File: src/rtl/light_bar_pkg.sv
// rtl/light_bar_pkg.sv - mode encodings, default pattern table and idle frames for the LED bar
package light_bar_pkg;

  localparam logic [1:0] MODE_LOOP     = 2'b00;
  localparam logic [1:0] MODE_PINGPONG = 2'b01;
  localparam logic [1:0] MODE_ONESHOT  = 2'b10;
  localparam logic [1:0] MODE_HOLD     = 2'b11;

  typedef enum logic {
    DIR_UP   = 1'b0,
    DIR_DOWN = 1'b1
  } dir_e;

  localparam int DEFAULT_DEPTH = 8;

  localparam logic [7:0] DEFAULT_GREEN [0:7] = '{
    8'b11001111, 8'b01100000, 8'b00111111, 8'b11001111,
    8'b01010101, 8'b10101010, 8'b11001100, 8'b00110011
  };

  localparam logic [7:0] DEFAULT_RED [0:7] = '{
    8'b11110011, 8'b00001100, 8'b11111100, 8'b11110011,
    8'b10101010, 8'b01010101, 8'b00110011, 8'b11001100
  };

  localparam logic [7:0] IDLE_GREEN_FRAME = 8'b10010101;
  localparam logic [7:0] IDLE_RED_FRAME   = 8'b10101001;

  // Index width for a table of n entries; never narrower than one bit.
  function automatic int idx_width(input int n);
    return (n <= 1) ? 1 : $clog2(n);
  endfunction

endpackage

File: src/rtl/light_pattern_sequencer_step_prescaler.sv
// rtl/light_pattern_sequencer_step_prescaler.sv - free-running step prescaler with count enable and sync clear
module step_prescaler #(
  parameter int TICKS = 25000000,
  localparam int CNT_W = (TICKS > 1) ? $clog2(TICKS) : 1
) (
  input  logic clock,
  input  logic clear,
  input  logic cnt_en,
  output logic tick
);

  localparam logic [CNT_W-1:0] LAST = CNT_W'(TICKS - 1);

  logic [CNT_W-1:0] cnt_q;
  logic [CNT_W-1:0] cnt_d;

  assign tick = cnt_en && (cnt_q == LAST);

  // With cnt_en low the count is simply held, so a paused step resumes where it left off.
  always_comb begin
    cnt_d = cnt_q;
    if (cnt_en) begin
      cnt_d = tick ? '0 : cnt_q + 1'b1;
    end
  end

  always_ff @(posedge clock) begin
    if (clear) begin
      cnt_q <= '0;
    end else begin
      cnt_q <= cnt_d;
    end
  end

endmodule

File: src/rtl/light_pattern_sequencer.sv
// rtl/light_pattern_sequencer.sv - two-colour LED bar pattern sequencer with writable table and four play modes
module light_pattern_sequencer
  import light_bar_pkg::*;
#(
  parameter int WIDTH        = 8,
  parameter int NUM_PATTERNS = 8,
  parameter int STEP_TICKS   = 25000000,
  parameter logic [WIDTH-1:0] IDLE_GREEN = WIDTH'(IDLE_GREEN_FRAME),
  parameter logic [WIDTH-1:0] IDLE_RED   = WIDTH'(IDLE_RED_FRAME),
  localparam int IDX_W = idx_width(NUM_PATTERNS)
) (
  input  logic             clock,
  input  logic             reset,
  input  logic             enable,
  input  logic [1:0]       mode,
  input  logic [IDX_W-1:0] length,
  input  logic             wr_en,
  input  logic [IDX_W-1:0] wr_addr,
  input  logic [WIDTH-1:0] wr_green,
  input  logic [WIDTH-1:0] wr_red,
  output logic [WIDTH-1:0] greenLight,
  output logic [WIDTH-1:0] redLight,
  output logic [IDX_W-1:0] disp_index,
  output logic             step,
  output logic             done
);

  localparam logic [IDX_W-1:0] LAST_IDX  = IDX_W'(NUM_PATTERNS - 1);
  localparam logic [IDX_W:0]   DEPTH_EXT = (IDX_W + 1)'(NUM_PATTERNS);
  localparam logic [IDX_W-1:0] IDX_ONE   = IDX_W'(1);

  logic [WIDTH-1:0] green_tbl_q [NUM_PATTERNS];
  logic [WIDTH-1:0] green_tbl_d [NUM_PATTERNS];
  logic [WIDTH-1:0] red_tbl_q   [NUM_PATTERNS];
  logic [WIDTH-1:0] red_tbl_d   [NUM_PATTERNS];

  logic [WIDTH-1:0] green_q, green_d;
  logic [WIDTH-1:0] red_q, red_d;
  logic [IDX_W-1:0] disp_q, disp_d;
  logic [IDX_W-1:0] ptr_q, ptr_d;
  dir_e             dir_q, dir_d;
  logic             step_q, step_d;
  logic             done_q, done_d;
  logic [1:0]       mode_q, mode_d;

  logic             tick;
  logic             cnt_en;
  logic             cnt_clr;
  logic [IDX_W-1:0] len_c;
  logic [IDX_W-1:0] cur_idx;
  logic [IDX_W-1:0] nxt_idx;
  dir_e             cur_dir;
  dir_e             nxt_dir;

  assign cnt_en  = enable && (mode != MODE_HOLD) && !done_q;
  assign cnt_clr = reset || !enable;

  step_prescaler #(
    .TICKS(STEP_TICKS)
  ) u_prescaler (
    .clock  (clock),
    .clear  (cnt_clr),
    .cnt_en (cnt_en),
    .tick   (tick)
  );

  // Writes land in the _q table one edge later, so a same-cycle tick reads the old frame.
  always_comb begin
    for (int i = 0; i < NUM_PATTERNS; i++) begin
      green_tbl_d[i] = green_tbl_q[i];
      red_tbl_d[i]   = red_tbl_q[i];
    end
    if (wr_en && ({1'b0, wr_addr} < DEPTH_EXT)) begin
      green_tbl_d[wr_addr] = wr_green;
      red_tbl_d[wr_addr]   = wr_red;
    end
  end

  // Pointer selection: a pointer left beyond a shortened sequence restarts at entry 0 going up.
  always_comb begin
    len_c   = ({1'b0, length} >= DEPTH_EXT) ? LAST_IDX : length;
    cur_idx = ptr_q;
    cur_dir = dir_q;
    if (ptr_q > len_c) begin
      cur_idx = '0;
      cur_dir = DIR_UP;
    end
    nxt_idx = cur_idx;
    nxt_dir = cur_dir;
    if (mode == MODE_PINGPONG) begin
      if (len_c == '0) begin
        nxt_idx = '0;
        nxt_dir = DIR_UP;
      end else if (cur_dir == DIR_UP) begin
        if (cur_idx == len_c) begin
          nxt_idx = len_c - IDX_ONE;
          nxt_dir = DIR_DOWN;
        end else begin
          nxt_idx = cur_idx + IDX_ONE;
        end
      end else begin
        if (cur_idx == '0) begin
          nxt_idx = IDX_ONE;
          nxt_dir = DIR_UP;
        end else begin
          nxt_idx = cur_idx - IDX_ONE;
        end
      end
    end else begin
      nxt_idx = (cur_idx == len_c) ? '0 : cur_idx + IDX_ONE;
    end
  end

  always_comb begin
    green_d = green_q;
    red_d   = red_q;
    disp_d  = disp_q;
    ptr_d   = ptr_q;
    dir_d   = dir_q;
    step_d  = 1'b0;
    done_d  = done_q;
    mode_d  = mode;
    if (!enable) begin
      green_d = IDLE_GREEN;
      red_d   = IDLE_RED;
      disp_d  = '0;
      ptr_d   = '0;
      dir_d   = DIR_UP;
      done_d  = 1'b0;
    end else begin
      if (tick) begin
        green_d = green_tbl_q[cur_idx];
        red_d   = red_tbl_q[cur_idx];
        disp_d  = cur_idx;
        ptr_d   = nxt_idx;
        dir_d   = nxt_dir;
        step_d  = 1'b1;
        if ((mode == MODE_ONESHOT) && (cur_idx == len_c)) begin
          done_d = 1'b1;
        end
      end
      if (mode != mode_q) begin
        done_d = 1'b0;
      end
    end
  end

  always_ff @(posedge clock) begin
    if (reset) begin
      green_q <= IDLE_GREEN;
      red_q   <= IDLE_RED;
      disp_q  <= '0;
      ptr_q   <= '0;
      dir_q   <= DIR_UP;
      step_q  <= 1'b0;
      done_q  <= 1'b0;
      mode_q  <= MODE_LOOP;
      for (int i = 0; i < NUM_PATTERNS; i++) begin
        green_tbl_q[i] <= WIDTH'(DEFAULT_GREEN[i % DEFAULT_DEPTH]);
        red_tbl_q[i]   <= WIDTH'(DEFAULT_RED[i % DEFAULT_DEPTH]);
      end
    end else begin
      green_q     <= green_d;
      red_q       <= red_d;
      disp_q      <= disp_d;
      ptr_q       <= ptr_d;
      dir_q       <= dir_d;
      step_q      <= step_d;
      done_q      <= done_d;
      mode_q      <= mode_d;
      green_tbl_q <= green_tbl_d;
      red_tbl_q   <= red_tbl_d;
    end
  end

  assign greenLight = green_q;
  assign redLight   = red_q;
  assign disp_index = disp_q;
  assign step       = step_q;
  assign done       = done_q;

endmodule

File: config.mk
export PLATFORM = sky130hd
export DESIGN_NAME = light_pattern_sequencer
export DESIGN_NICKNAME = d
export VERILOG_FILES = /design/src/rtl/light_bar_pkg.sv /design/src/rtl/light_pattern_sequencer_step_prescaler.sv /design/src/rtl/light_pattern_sequencer.sv
export SDC_FILE = /design/constraint.sdc
export NUM_CORES = 1
export LEC_CHECK = 0
export BUFFER_PORTS_ARGS = -buffer_cell sky130_fd_sc_hd__buf_2
export CAP_MARGIN = 20
export CORE_MARGIN = 1
export CORE_UTILIZATION = 46
export DETAILED_ROUTE_END_ITERATION = 6
export GPL_ROUTABILITY_DRIVEN = 1
export GPL_TIMING_DRIVEN = 0
export PLACE_DENSITY = 0.69
export SLEW_MARGIN = 10
export SYNTH_ARGS = -nofsm -noshare
export SYNTH_HDL_FRONTEND = slang
export SYNTH_SLANG_ARGS = --single-unit
File: constraint.sdc
create_clock -name clock -period 4.7 [get_ports clock]
set_clock_uncertainty 0.15 [all_clocks]
set_input_delay 1.41 -clock clock [delete_from_list [all_inputs] [get_ports clock]]
set_output_delay 1.41 -clock clock [all_outputs]
set_load 0.02 [all_outputs]
# Yosys cells after proc, flatten, opt, wreduce, memory -nomap -nowiden
# Index checks and enable logic that the tools add are counted.
# op_classes
n_addsub	4
mul	0
div	0
magnitude_cmp	4
eq_ne	6
shifts	0
n_mux	25
bitwise	3
reduce_logical	13
# ops
cell	n
64-bit bitwise mux	2
8-bit binary-select mux with 3-bit select	2
8-bit 2-to-1 mux	5
25-bit by 1-bit adder with 25-bit output, second input constant	1
25-bit equality test, second input constant	1
25-bit 2-to-1 mux	1
8-bit demux with 3-bit select	1
3-bit 2-to-1 mux	7
4-bit greater-or-equal comparator, second input constant	2
3-bit inverter with 4-bit output	2
1-bit 2-to-1 mux	7
3-bit logical NOT	2
3-bit by 1-bit subtractor with 3-bit output, second input constant	2
1-bit logical AND	5
4-bit by 1-bit < comparator with 1-bit output, second input constant	1
3-bit by 1-bit adder with 3-bit output, second input constant	1
3-bit equality test	1
3-bit greater-than comparator	1
3-bit OR reduction	1
2-bit by 1-bit equality test with 1-bit output, second input constant	1
2-bit equality test, second input constant	1
1-bit logical NOT	2
2-bit inequality test	1
2-bit inequality test, second input constant	1
other kinds (4)	4
# word_totals
regBits	180
latch_bits	0
ramBits	0
rom_bits	0
inputBits	28
elab_cells	80
memories	0

# Logic depth before layout (Yosys ltp)
# Gate-level depths: netlist of run 1.
# logic_depth
depth_word	7
ltp_mapped	17

# Hierarchy
# From an unflattened synthesis of run 1, not the netlist that was laid out.
# hier_totals
cells_unflattened	986
area_unflattened_um2	8356.8
# by_module_without_submodules
module	n_inst	cells_per_inst	area_per_inst_um2	seq_area_each_um2
light_pattern_sequencer	1	847	7164.4	3103.0
step_prescaler	1	139	1192.4	500.5

# Least setup slack after synthesis of run 1
# OpenSTA, ideal clock, no wires.
# synth_path
path_type	input to register
from	input length[2]
to	register ptr_q[2]
setup_time_ns	0.074
arrival_time_ns	3.467
path_slack_ns	1.009
stages	15
path_cell_list	inv_1 -> ha_1 -> and3b_1 -> o21ai_4 -> nand2_2 -> buf_6 -> ha_1 -> inv_1 -> ha_1 -> inv_1 -> a32oi_1 -> o21ai_0 -> nor4_1 -> a22oi_1 -> o21ai_0
# synth_between
elab_chain_len	7
elab_cells_between_ends	15
cone_classes	add/sub (3); order compare (1); eq/ne (1); mux (8); reduce/logical (2)
# synth_lines
element	line_no	text
start: declaration	light_pattern_sequencer.sv:16	input logic [IDX_W-1:0] length,
3-bit greater-than comparator	light_pattern_sequencer.sv:84	if (ptr_q > len_c) begin
3-bit 2-to-1 mux	light_pattern_sequencer.sv:84	
3-bit by 1-bit adder with 3-bit output, or another cell as far along	light_pattern_sequencer.sv:99, light_pattern_sequencer.sv:110	
3-bit 2-to-1 mux (on tied branches)	light_pattern_sequencer.sv:95, light_pattern_sequencer.sv:102	
3-bit 2-to-1 mux	light_pattern_sequencer.sv:94	end else if (cur_dir == DIR_UP) begin
3-bit 2-to-1 mux	light_pattern_sequencer.sv:91	if (len_c == '0) begin
3-bit 2-to-1 mux (*)	light_pattern_sequencer.sv:90	if (mode == MODE_PINGPONG) begin
end signal: assignment	light_pattern_sequencer.sv:166	ptr_q <= ptr_d;
end: declaration	light_pattern_sequencer.sv:40	logic [IDX_W-1:0] ptr_q, ptr_d;
# Mark *: on every way between the ends. The rest lies on a longest branch, timed or not.
# A chain may end at the register's enable or synchronous reset.

# Worst setup path in the final report of run 1
# layout_path
from	input length[2]
to	register ptr_q[2]
# layout_between
elab_chain_len	7
elab_cells_between_ends	15
cone_classes	add/sub (3); order compare (1); eq/ne (1); mux (8); reduce/logical (2)
# layout_lines
element	line_no	text
3-bit greater-than comparator (*)	light_pattern_sequencer.sv:84	
3-bit 2-to-1 mux (*)	light_pattern_sequencer.sv:84	
named net cur_idx[2]	light_pattern_sequencer.sv:50	logic [IDX_W-1:0] cur_idx;
3-bit by 1-bit adder with 3-bit output, or another cell as far along	light_pattern_sequencer.sv:99, light_pattern_sequencer.sv:110	
3-bit 2-to-1 mux (on tied branches)	light_pattern_sequencer.sv:95, light_pattern_sequencer.sv:102	
3-bit 2-to-1 mux	light_pattern_sequencer.sv:94	
3-bit 2-to-1 mux	light_pattern_sequencer.sv:91	
3-bit 2-to-1 mux (*)	light_pattern_sequencer.sv:90	
# The timed path passes the listed nets; every way through them passes the cells marked *.

==> results of run 1 <==
path summary, 6_finish.rpt:
check | start | endpoint | slack (ns) | depth (start not counted)
setup / recovery | length[2] | ptr_q[2]$_SDFFE_PP0P_ | 0.60 | 15
hold / removal | disp_index[2]$_SDFFE_PP0P_ | disp_index[2]$_SDFFE_PP0P_ | 0.30 | 2
setup reg to reg | ptr_q[0]$_SDFFE_PP0P_ | ptr_q[2]$_SDFFE_PP0P_ | 0.95 | 16
hold reg to reg | disp_index[2]$_SDFFE_PP0P_ | disp_index[2]$_SDFFE_PP0P_ | 0.30 | 2
layout make-up:
type	instances	area, um^2
Clock buffer	17	425
Tap cell	229	287
Buffer	79	373
Inverter	14	52.6
Sequential cell	180	3600
Fill cell	1690	8530
Timing Repair Buffer	31	155
Multi-Input combinational cell	761	4470
Clock inverter	15	136
cell usage in the layout, fill, tap and decap left out, drive strengths merged, types with 3 or more instances in the layout:
cell    netlist  routed
a211o        12      12
a211oi       13      13
a21oi        96      96
a221oi        5       5
a31oi         4       4
and2          7       7
and3          5       5
and4          5       5
buf          27      58
clkbuf       52      69
clkinv        0       5
dfxtp       180     180
ha           10      10
inv          14      23
mux2          7       7
mux2i        29      29
mux4          5       5
nand2       257     257
nand2b       11      11
nand3        24      24
nand3b       61      61
nand4         6       6
nor2         67      67
nor2b        19      19
nor3          3       3
nor4          4       4
o21ai        28      28
o221a         3       3
o221ai        4       4
o22a          5       5
o22ai         7       7
or3           9       9
xnor2         8       8
xor2         15      15
metal layers:
| metal | track usage | part of all wire | vias up | wire, um |
|---|---|---|---|---|
| met5 | 0 | 0 | - | 0 |
| met4 | 0.0900 | 0.019 | 0 | 475 |
| met3 | 0.0607 | 0.089 | 44 | 2290 |
| met2 | 0.438 | 0.45 | 349 | 11500 |
| met1 | 0.380 | 0.44 | 3589 | 11400 |
| li1 | - | - | 3646 | - |
worst reg2reg max path, cell delays in order (launching register included):
cell,delay (ns)
dfxtp_1,0.30
buf_2,0.18
inv_1,0.16
buf_2,0.36
ha_1,0.20
and3b_1,0.21
o21ai_4,0.35
nand2_1,0.12
inv_1,0.30
buf_2,0.34
ha_1,0.19
inv_1,0.05
a32oi_1,0.18
o21ai_0,0.11
nor4_1,0.21
a22oi_1,0.11
o21ai_0,0.14
flip-flops by register name (all words and copies together) (netlist names):
name	cells
step	1
disp_index	3
redLight	8
done	1
mode_q	2
dir_q	1
ptr_q	3
green_tbl_q	64
red_tbl_q	64
u_prescaler.cnt_q	25
greenLight	8
per-stage QoR:
stage               hold WS, ns  std cells  setup slack, ns
detailed placement        0.294       1293            0.217
finish                    0.302       1326            0.596
floorplan                 0.281       1034             1.01
CTS                       0.305       1325            0.665
global route              0.317       1326            0.459
global placement          0.288       1293            0.260
cells by family after synthesis:
group,count (synthesis),share of synthesized area
XOR/XNOR,23,0.0237
AO/OA/AOI/OAI,198,0.148
multiplexers,41,0.0567
buffers and inverters,93,0.0501
AND/OR/NAND/NOR,489,0.283
adder cells (fa/ha/maj),10,0.0147
flip-flops,180,0.424
power by group through the flow:
stage          clock, mW  sequential, mW  combinational, mW
5_1_grt             1.46            1.58              0.225
3_3_place_gp           0            1.61              0.200
3_5_place_dp           0            1.61              0.203
6_report            1.38            1.58              0.207
2_1_floorplan          0            1.60              0.139
4_1_cts             1.39            1.58              0.204
==> results_dict.tcl, run 1 <==
set metrics [dict create \
    status "complete, no violations" \
    syn_inst 1034 \
    path_max_fanout 10 \
    seqPwrFrac 0.498 \
    grt_pass1_wl_mm 39.6 \
    gp_congestion 0.886 \
    rows 49 \
    antennaDiodeCount 0 \
    cts_sinks 180 \
    synth_common_cells "nand2_1 (256), dfxtp_1 (180), a21oi_1 (93)" \
    antenna_found_initial 0 \
    avgSynthCellArea_um2 8.22 \
    routed_wl_mm 25.6 \
    power_mw 3.16 \
    die_width_um 138 \
    worstPathRequired_ns 4.89 \
    final_cell_area_um2 9500 \
    synth-edff-count 0 \
    cts_buffer_depth 2 \
    fin_tns_setup_ns 0 \
    fmax_mhz 244 \
    slew_headroom 0.397 \
    wl_per_cell_um 19.3 \
    cp.arrival_ns 4.29 \
    numCtsBuffers 17 \
    critPathKind "primary input to flip-flop" \
    grt_pass1_vias 6967 \
    gr-total-overflow 0 \
    peakVddDrop_v 0.000303 \
    synth.area.top_cells "dfxtp_1 (42%), nand2_1 (11%), a21oi_1 (5.5%), nand3b_1 (5.4%), mux2i_1 (3.4%)" \
    setup_viol 0 \
    vias_per_cell 5.75 \
    cts-root-buf "clkbuf_16" \
    yosys_warnings 0 \
    synth_cell_type_count 73 \
    ctsHoldBuffers 0 \
    first_pass_iters 5 \
    dpl_cell_area_um2 8930 \
    yosys.area.top_type "dfxtp_1" \
    intPower_mw 2.33 \
    slowest_stage "o21ai_4" \
    cp_top_family "buffers and inverters" \
    grt_max_degree 19 \
    port_buffers 30 \
    drc 0 \
    post-route-min-period_ns 4.10 \
    synthFlopType "dfxtp_1" \
    cp_num_buf_inv 5 \
    crit_top_cell "inv_1" \
    fin_crit_sh 0.873 \
    power_density_nw_per_um2 333 \
    rsz0062_at_grt "false" \
    h-tree-depth 4 \
    p_sw_uw 832 \
    crit_path_start_kind "primary input" \
    ys_seq_area_frac 0.424 \
    insertion_delay_ns 0.44 \
    synth_area_um2 8500 \
    async_reset_ff_frac 0 \
    syn_nets 1072 \
    drv_slew 0 \
    leakagePower_nw 3.65 \
    ys_seq_elements 180 \
    drtAntennaViolNets 0 \
    die_area_um2 19000 \
    tightest_slew_ns 0.899 \
    core_area_um2 18000 \
    syn_to_final_growth_pct 11.8 \
    cp_cell_sequence "buf_2, inv_1, ha_1, and3b_1, o21ai_4, nand2_1, inv_1, buf_2, ha_1, inv_1, a32oi_1, o21ai_0, nor4_1, a22oi_1, o21ai_0" \
    max_stage_delay_ns 0.35 \
    post_cts_buffers 0 \
    yosysMostFrequentCell "nand2_1" \
    cts_tree "built" \
    drt_iter0_drc 756 \
    power_frac_clock 0.436 \
    cts-resized-gates 0 \
    hp-class "flip-flop to flip-flop" \
    pin_count 49 \
    cap_violations 0 \
    switching_share 0.263 \
    clkTransAtPathRegs_ns 0.07 \
    die_y_um 138 \
    grt_util_all_layers 0.279 \
    synth_top_area_frac 0.424 \
    drive_above_1_share 0.126 \
    utilization 0.527 \
    endpoint_kind "flip-flop" \
    num_vias 7628 \
    initial_core_util 0.471 \
    hold_violations 0 \
    final_nets 1122 \
    hpwl_mm 18.4 \
    combPwrFrac 0.066 \
]
No activity file was read; power rests on OpenSTA's default activity.
==> inputs of run 2 (changes only) <==
--- a/config.mk
+++ b/config.mk
@@ -8,12 +8,11 @@
 export BUFFER_PORTS_ARGS = -buffer_cell sky130_fd_sc_hd__buf_2
 export CAP_MARGIN = 20
 export CORE_MARGIN = 1
-export CORE_UTILIZATION = 46
+export CORE_UTILIZATION = 65
 export DETAILED_ROUTE_END_ITERATION = 6
 export GPL_ROUTABILITY_DRIVEN = 1
 export GPL_TIMING_DRIVEN = 0
-export PLACE_DENSITY = 0.69
-export SLEW_MARGIN = 10
+export PLACE_DENSITY = 0.9
 export SYNTH_ARGS = -nofsm -noshare
 export SYNTH_HDL_FRONTEND = slang
 export SYNTH_SLANG_ARGS = --single-unit
==> results_dict.tcl, run 2 (synthesis results as in run 1) <==
set metrics [dict create \
    status "complete, no violations" \
    rows 41 \
    final_nets 1121 \
    crit_path_start_kind "primary input" \
    drt_iter0_drc 841 \
    cts_tree "built" \
    worstPathRequired_ns 4.91 \
    die_y_um 116 \
    crit_top_cell "inv_1" \
    drc 0 \
    max_stage_delay_ns 0.37 \
    drtAntennaViolNets 0 \
    antennaDiodeCount 0 \
    cts-resized-gates 0 \
    cap_violations 0 \
    port_buffers 30 \
    gp_congestion 0.990 \
    cts_sinks 180 \
    hpwl_mm 17.4 \
    final_cell_area_um2 9470 \
    drive_above_1_share 0.122 \
    rsz0062_at_grt "false" \
    num_vias 8082 \
    cp.arrival_ns 4.34 \
    post-route-min-period_ns 4.13 \
    leakagePower_nw 3.66 \
    drv_slew 0 \
    pin_count 49 \
    vias_per_cell 6.37 \
    slowest_stage "o21ai_4" \
    fin_crit_sh 0.878 \
    grt_pass1_wl_mm 39.2 \
    insertion_delay_ns 0.44 \
    critPathKind "primary input to flip-flop" \
    reg_top3 "green_tbl_q x64, red_tbl_q x64, u_prescaler.cnt_q x25" \
    peakVddDrop_v 0.000308 \
    post_cts_buffers 0 \
    wl_per_cell_um 19.7 \
    hold_violations 0 \
    grt_max_degree 17 \
    core_area_um2 12700 \
    first_pass_iters 6 \
    cp_cell_sequence "buf_2, inv_1, ha_1, and3b_1, o21ai_4, nand2_1, inv_1, buf_2, ha_1, inv_1, a32oi_1, o21ai_0, nor4_1, a22oi_1, o21ai_0" \
    syn_to_final_growth_pct 11.4 \
    grt_util_all_layers 0.387 \
    power_density_nw_per_um2 344 \
    grt_pass1_vias 7699 \
    endpoint_kind "flip-flop" \
    hp-class "flip-flop to flip-flop" \
    tightest_slew_ns 0.874 \
    ctsHoldBuffers 0 \
    whs_ns 0.301 \
    setup_viol 0 \
    numCtsBuffers 17 \
    antenna_found_initial 0 \
    initial_core_util 0.670 \
    fmax_mhz 242 \
    h-tree-depth 4 \
    cts-root-buf "clkbuf_16" \
    final_cell_mix "nand2_1 (256), dfxtp_1 (180), a21oi_1 (93)" \
    slew_headroom 0.413 \
    dpl_cell_area_um2 8860 \
    cts_buffer_depth 2 \
    path_max_fanout 10 \
    cp_top_family "buffers and inverters" \
    die_area_um2 13500 \
    routed_wl_mm 25.0 \
    fin_tns_setup_ns 0 \
    layout_commonest_cell "nand2_1" \
    cp_num_buf_inv 5 \
    clkTransAtPathRegs_ns 0.06 \
    die_width_um 116 \
    gr-total-overflow 0 \
]
==> run 2: changes by cell type in the layout (fill, tap and decap cells not counted) <==
cell       before  now
clkbuf_1       39   42
clkinv_2        3    4
clkinv_8        1    0
clkbuf_8        1    4
inv_6           5    0
bufinv_16       0    3
inv_8           4    0
buf_2          51   50
==> run 2: worst reg2reg max path, delay by kind of cell (launching register included) <==
family                   cells  cell delay [ns]
AO/OA/AOI/OAI                5             0.84
AND/OR/NAND/NOR              3             0.57
buffers and inverters        6             1.50
flip-flops                   1             0.29
adder cells (fa/ha/maj)      2             0.40
==> run 2: where the power goes <==
group	switching [mW]	internal, mW
combinational	0.139	0.0712
sequential	0.0182	1.56
clock	0.596	0.876
total	0.753	2.51
==> run 2: final cells by class <==
cell class / instances / area, um^2
Inverter: 14 / 52.6
Clock buffer: 23 / 478
Buffer: 79 / 373
Timing Repair Buffer: 30 / 150
Tap cell: 172 / 215
Fill cell: 898 / 3210
Clock inverter: 9 / 126
Multi-Input combinational cell: 761 / 4470
Sequential cell: 180 / 3600
==> run 2: path summary, 6_finish.rpt <==
| path | startpoint | endpoint | slack [ns] | cells past startpoint |
|---|---|---|---|---|
| max | length[2] | ptr_q[2]$_SDFFE_PP0P_ | 0.57 | 15 |
| min | red_tbl_q[17]$_SDFFE_PP0P_ | red_tbl_q[17]$_SDFFE_PP0P_ | 0.30 | 2 |
| max reg2reg | ptr_q[0]$_SDFFE_PP0P_ | ptr_q[2]$_SDFFE_PP0P_ | 0.87 | 16 |
| min reg2reg | red_tbl_q[17]$_SDFFE_PP0P_ | red_tbl_q[17]$_SDFFE_PP0P_ | 0.30 | 2 |
==> run 2: routing by layer <==
metal  GRT usage  routed length, um  vias to the layer above
met5           0                  0                        -
met4       0.233               1370                        0
met3       0.101               2690                      128
met2       0.621              11200                      545
met1       0.468               9770                     3776
li1            -                  -                     3633
==> run 2: through the flow <==
| step | std cells | util | power, mW | setup slack [ns] |
|---|---|---|---|---|
| after CTS | 1268 | 0.747 | 3.24 | 0.645 |
| after global placement | 1236 | 0.699 | 1.80 | 0.295 |
| after detailed placement | 1236 | 0.699 | 1.81 | 0.231 |
| after floorplan | 1034 | - | 1.74 | 1.01 |
| after global routing | 1268 | 0.747 | 3.33 | 0.399 |
| final | 1268 | 0.747 | 3.26 | 0.573 |
